### config.mk
export PLATFORM = sky130hd
export DESIGN_NAME = crc_frame_tx
export DESIGN_NICKNAME = d
export VERILOG_FILES = /design/src/rtl/crc_frame_tx.sv
export SDC_FILE = /design/constraint.sdc
export NUM_CORES = 1
export LEC_CHECK = 0
export ABC_AREA = 0
export CELL_PAD_IN_SITES_DETAIL_PLACEMENT = 2
export CELL_PAD_IN_SITES_GLOBAL_PLACEMENT = 2
export CORE_MARGIN = 10
export CORE_UTILIZATION = 39
export DETAILED_ROUTE_END_ITERATION = 8
export GPL_TIMING_DRIVEN = 0
export PLACE_DENSITY_LB_ADDON = 0.1
export SETUP_SLACK_MARGIN = 0.2
export SLEW_MARGIN = 20
export SYNTH_ARGS = -nofsm -noshare
export SYNTH_HDL_FRONTEND = slang
export SYNTH_SLANG_ARGS = --single-unit
### constraint.sdc
create_clock -name clk -period 5.1 [get_ports clk]
set_input_delay 1.275 -clock clk [delete_from_list [all_inputs] [get_ports clk]]
set_output_delay 1.275 -clock clk [all_outputs]
set_load 0.02 [all_outputs]
### src/rtl/crc_frame_tx.sv
// crc_frame_tx: computes a serial CRC over a latched payload, then streams {payload, crc} MSB first
// with ready/valid flow control on the bit output.
module crc_frame_tx #(
  parameter int                   DATA_WIDTH        = 12,
  parameter int                   CRC_WIDTH         = 4,
  parameter logic [CRC_WIDTH:0]   POLY              = 5'b10011,
  parameter logic [CRC_WIDTH-1:0] SEED              = '0,
  parameter int                   XOR_OPS_PER_CYCLE = 1
) (
  input  logic                  clk,
  input  logic                  rst_n,
  input  logic                  in_valid,
  output logic                  in_ready,
  input  logic [DATA_WIDTH-1:0] in_data,
  output logic                  tx_bit,
  output logic                  tx_valid,
  input  logic                  tx_ready,
  output logic                  tx_sof,
  output logic                  tx_eof,
  output logic [CRC_WIDTH-1:0]  crc_out,
  output logic                  frame_done
);
  localparam int FW     = DATA_WIDTH + CRC_WIDTH;
  localparam int CNT_W  = $clog2(DATA_WIDTH + 1) + 1;
  localparam int SCNT_W = $clog2(FW);
  if (XOR_OPS_PER_CYCLE < 1 || XOR_OPS_PER_CYCLE > DATA_WIDTH) begin : g_bad_ops
    $error("crc_frame_tx: XOR_OPS_PER_CYCLE must be in 1..DATA_WIDTH");
  end
  typedef enum logic [1:0] {S_IDLE, S_CRC_CALC, S_SEND, S_DONE} state_t;
  state_t                state;
  logic [CRC_WIDTH-1:0]  crc, crc_nx;
  logic [DATA_WIDTH-1:0] shift_reg, sh_nx;
  logic [FW-1:0]         frame_reg;
  logic [CNT_W-1:0]      cnt, cnt_nx;
  logic [SCNT_W-1:0]     scnt;
  logic                  fb;
  assign in_ready = state == S_IDLE;
  // Bits past the end of the payload are skipped so the counter never underflows.
  always_comb begin
    crc_nx = crc;
    sh_nx  = shift_reg;
    cnt_nx = cnt;
    fb     = 1'b0;
    for (int i = 0; i < XOR_OPS_PER_CYCLE; i++) begin
      if (cnt_nx != '0) begin
        fb     = sh_nx[DATA_WIDTH-1] ^ crc_nx[CRC_WIDTH-1];
        crc_nx = (crc_nx << 1) ^ (fb ? POLY[CRC_WIDTH-1:0] : '0);
        sh_nx  = sh_nx << 1;
        cnt_nx = cnt_nx - 1'b1;
      end
    end
  end
  always_ff @(posedge clk or negedge rst_n) begin
    if (!rst_n) begin
      state      <= S_IDLE;
      crc        <= SEED;
      shift_reg  <= '0;
      frame_reg  <= '0;
      cnt        <= '0;
      scnt       <= '0;
      crc_out    <= '0;
      tx_valid   <= 1'b0;
      tx_sof     <= 1'b0;
      tx_eof     <= 1'b0;
      tx_bit     <= 1'b0;
      frame_done <= 1'b0;
    end else begin
      case (state)
        S_IDLE: if (in_valid) begin
          shift_reg <= in_data;
          frame_reg <= {in_data, {CRC_WIDTH{1'b0}}};
          crc       <= SEED;
          cnt       <= CNT_W'(DATA_WIDTH);
          state     <= S_CRC_CALC;
        end
        S_CRC_CALC: begin
          crc       <= crc_nx;
          shift_reg <= sh_nx;
          cnt       <= cnt_nx;
          if (cnt_nx == '0) begin
            frame_reg <= {frame_reg[FW-1:CRC_WIDTH], crc_nx};
            crc_out   <= crc_nx;
            tx_valid  <= 1'b1;
            tx_sof    <= 1'b1;
            tx_eof    <= 1'b0;
            tx_bit    <= frame_reg[FW-1];
            scnt      <= SCNT_W'(FW - 1);
            state     <= S_SEND;
          end
        end
        S_SEND: if (tx_ready) begin
          if (scnt == '0) begin
            tx_valid   <= 1'b0;
            tx_sof     <= 1'b0;
            tx_eof     <= 1'b0;
            tx_bit     <= 1'b0;
            frame_done <= 1'b1;
            state      <= S_DONE;
          end else begin
            frame_reg <= frame_reg << 1;
            tx_bit    <= frame_reg[FW-2];
            tx_sof    <= 1'b0;
            tx_eof    <= scnt == SCNT_W'(1);
            scnt      <= scnt - 1'b1;
          end
        end
        default: begin
          frame_done <= 1'b0;
          state      <= S_IDLE;
        end
      endcase
    end
  end
endmodule

==> impl_metrics.json <==
{
  "start_kind": "flip-flop",
  "comb_power_share": 0.528,
  "via_count": 2377,
  "numCtsBuffers": 5,
  "switching_share": 0.431,
  "io_buffers": 24,
  "cpPeakStageDelay_ps": 610,
  "ios": 26,
  "drive_gt1_frac": 0.125,
  "synth_compound_gate_area_share": 0.183,
  "power_density_mw_per_mm2": 649,
  "seqPwrFrac": 0.319,
  "place_congestion": 0.787,
  "hpwlAfterDp_um": 6060,
  "tritoncts": "done",
  "die_h_um": 107,
  "whs_path_depth": 1,
  "grt_max_degree": 53,
  "setup_ws_ps": 2160,
  "dp_slack_ps": 1890,
  "fmax_mhz": 341,
  "root_buffer": "clkbuf_8",
  "start_util": 0.402,
  "drv_cap": 0,
  "synthDistinctLibCells": 48,
  "ant_nets": 0,
  "firstDrtPassIters": 4,
  "clock_latency_ps": 310,
  "yosysSeqAreaShare": 0.444,
  "final_max_slew_viol_count": 0,
  "synthAdderAreaFrac": 0.0299,
  "cts_resized": 0,
  "drt_wl_total_um": 8330,
  "grt_pass1_wl_um": 14000,
  "cts_hold_buffers": 0,
  "wl_per_cell_um": 19.2,
  "reg2reg_depth": 7,
  "area_delta_synth_final_pct": 16.7,
  "cp.arrival_ps": 1660,
  "largest_reg_flops": 16,
  "nets": 358,
  "antenna_cells": 0,
  "hold_start": "frame_reg[5]",
  "drcViolationCount": 0,
  "critPathKind": "flip-flop to output port",
  "yosys.area_share.simple": 0.123,
  "period_needed_ps": 2940,
  "path_cells": "inv_1 > ha_1 > clkdlybuf4s50_1",
  "synth_edf_count": 0,
  "p_switching_uw": 958,
  "synth_flop_cell": "dfrtp_1",
  "required_ps": 3830,
  "antenna_found_initial": 0,
  "hold_path.class": "flip-flop to flip-flop",
  "r2r_slack_ps": 2550,
  "syn_inst": 304,
  "cts.path.max_buffers": 2,
  "pwr-share-clk": 0.154,
  "synth-warning-count": 0,
  "h-tree-depth": 2,
  "r2r-start": "cnt[0]",
  "vias_per_cell": 5.48,
  "row_count": 31,
  "fin_crit_sh": 0.576,
  "hold_violations": 0,
  "whs_endpoint": "frame_reg[5]",
  "synth_top_family_by_area": "compound AO/OA/AOI/OAI gates",
  "clock_skew_ps": 5.18,
  "internal_power_uw": 1260,
  "setup_viol": 0,
  "vdd_drop_max_uv": 222,
  "synth-seq-cells": 52,
  "track_usage": 0.151,
  "netlist_area_mm2": 0.00293,
  "rsz0062_at_grt": "no",
  "post-cts-setup-buffers": 0,
  "cts_num_sinks": 52,
  "relSlewSlack": 0.488,
  "worstPathBufferInverterCount": 2,
  "die_w_um": 107,
  "drt_iter0_drc": 65,
  "grt_pass1_vias": 2698,
  "fp.coreArea_mm2": 0.00729,
  "crit_slowest_cell": "clkdlybuf4s50_1",
  "status": "complete, no violations",
  "syn-num-nets": 327,
  "power.leakage_uw": 0.00150,
  "synth-xor-area-share": 0.0166,
  "r2r-end": "frame_reg[3]",
  "tns_ps": 0,
  "tightest_slew_ps": 768,
  "overflow": 0,
  "critical-path-top-delay-family": "buffers and inverters",
  "cts.clk_slew.worst_paths_ps": 100,
  "synth_mux_area_frac": 0.141,
  "die-area_mm2": 0.0114,
  "avgSynthCellArea_um2": 9.65,
  "crit_path_end_kind": "output port",
  "async_reset_ff_frac": 1.00,
  "cp_max_fo": 3
}
[cells in the final DEF (no fill, tap or decap), types with 3 or more instances in the layout]
cell / n
and2_1: 3
nand3_1: 3
mux2i_1: 20
inv_1: 23
a31oi_1: 6
nor2_1: 28
dfrtp_1: 52
buf_2: 7
nand4_1: 3
mux2_2: 19
clkdlybuf4s50_1: 23
nor3_1: 4
o22ai_1: 3
nand2_1: 22
o21ai_0: 25
clkbuf_1: 12
a21oi_1: 28
clkbuf_8: 5
a22oi_1: 3
ha_1: 7
[worst register-to-register path: cells and delay by family, from the launching register on]
family,cells,cell delay (ps)
fa+ha+maj,1,330
compound gates,1,150
simple gates,1,460
buf+inv,2,500
mux,2,600
flops,1,420
[cell families (layout without fill, tap and decap cells)]
| logic type | after synthesis | after routing |
|---|---|---|
| multiplexers | 39 | 39 |
| flip-flops | 52 | 52 |
| AND/OR/NAND/NOR | 74 | 74 |
| AO/OA/AOI/OAI | 84 | 84 |
| buffers and inverters | 44 | 75 |
| XOR/XNOR | 4 | 4 |
| adder cells (fa/ha/maj) | 7 | 7 |
[power groups by stage]
stage	registers [µW]	logic, µW	clock network (µW)
after floorplan	704	824	0
after global placement	702	1140	0
after detailed placement	717	1190	0
after CTS	709	1200	349
after global routing	731	1310	370
final	708	1170	341
[layout make-up]
cell class | count | area (µm²)
Inverter | 23 | 86.3
Fill cell | 814 | 3870
Clock inverter | 2 | 60.1
Multi-Input combinational cell | 208 | 1450
Buffer | 21 | 95.1
Sequential cell | 52 | 1300
Tap cell | 99 | 124
Clock buffer | 5 | 68.8
Timing Repair Buffer | 24 | 238
[stage by stage]
step | area (µm²) | total power, µW | cells | hold slack, ps | util
final | 3420 | 2220 | 434 | 519 | 0.469
after global routing | 3420 | 2410 | 434 | 535 | 0.469
after global placement | 3300 | 1850 | 427 | 487 | 0.452
after detailed placement | 3290 | 1900 | 427 | 495 | 0.452
after floorplan | 2930 | 1530 | 304 | 461 | -
after CTS | 3420 | 2250 | 434 | 521 | 0.469
[worst max path at each step]
| stage | start | to | slack (ps) | cells past startpoint |
|---|---|---|---|---|
| 2_1_floorplan | tx_ready | frame_reg[10] | 2580 | 5 |
| 3_3_place_gp | rst_n | frame_reg[8] | 970 | 1 |
| 3_5_place_dp | in_valid | shift_reg[2] | 1890 | 6 |
| 4_1_cts | state[0] | in_ready | 2150 | 3 |
| 5_1_grt | in_valid | shift_reg[2] | 2060 | 6 |
| 6_report | state[0] | in_ready | 2160 | 3 |
[cell usage after synthesis, types with 3 or more instances]
cell / number / area, µm²
mux2i_1: 20 / 200
mux2_2: 19 / 214
and2_1: 3 / 18.8
nor2_1: 28 / 105
o21ai_0: 25 / 125
clkbuf_1: 12 / 45.0
inv_1: 23 / 86.3
buf_2: 7 / 35.0
a31oi_1: 6 / 37.5
nand4_1: 3 / 18.8
dfrtp_1: 52 / 1300
nand3_1: 3 / 15.0
o22ai_1: 3 / 18.8
nor3_1: 4 / 20.0
ha_1: 7 / 87.6
a21oi_1: 28 / 140
a22oi_1: 3 / 22.5
nand2_1: 22 / 82.6
[layer usage]
metal  wire length [µm]  up-vias  GRT usage
met1               3770     1195      0.181
met3                275       10     0.0299
li1                   -     1128          -
met2               4200       44      0.268
met5                  0        -          0
met4                 95        0     0.0368
Power figures use the tool's default switching activity.
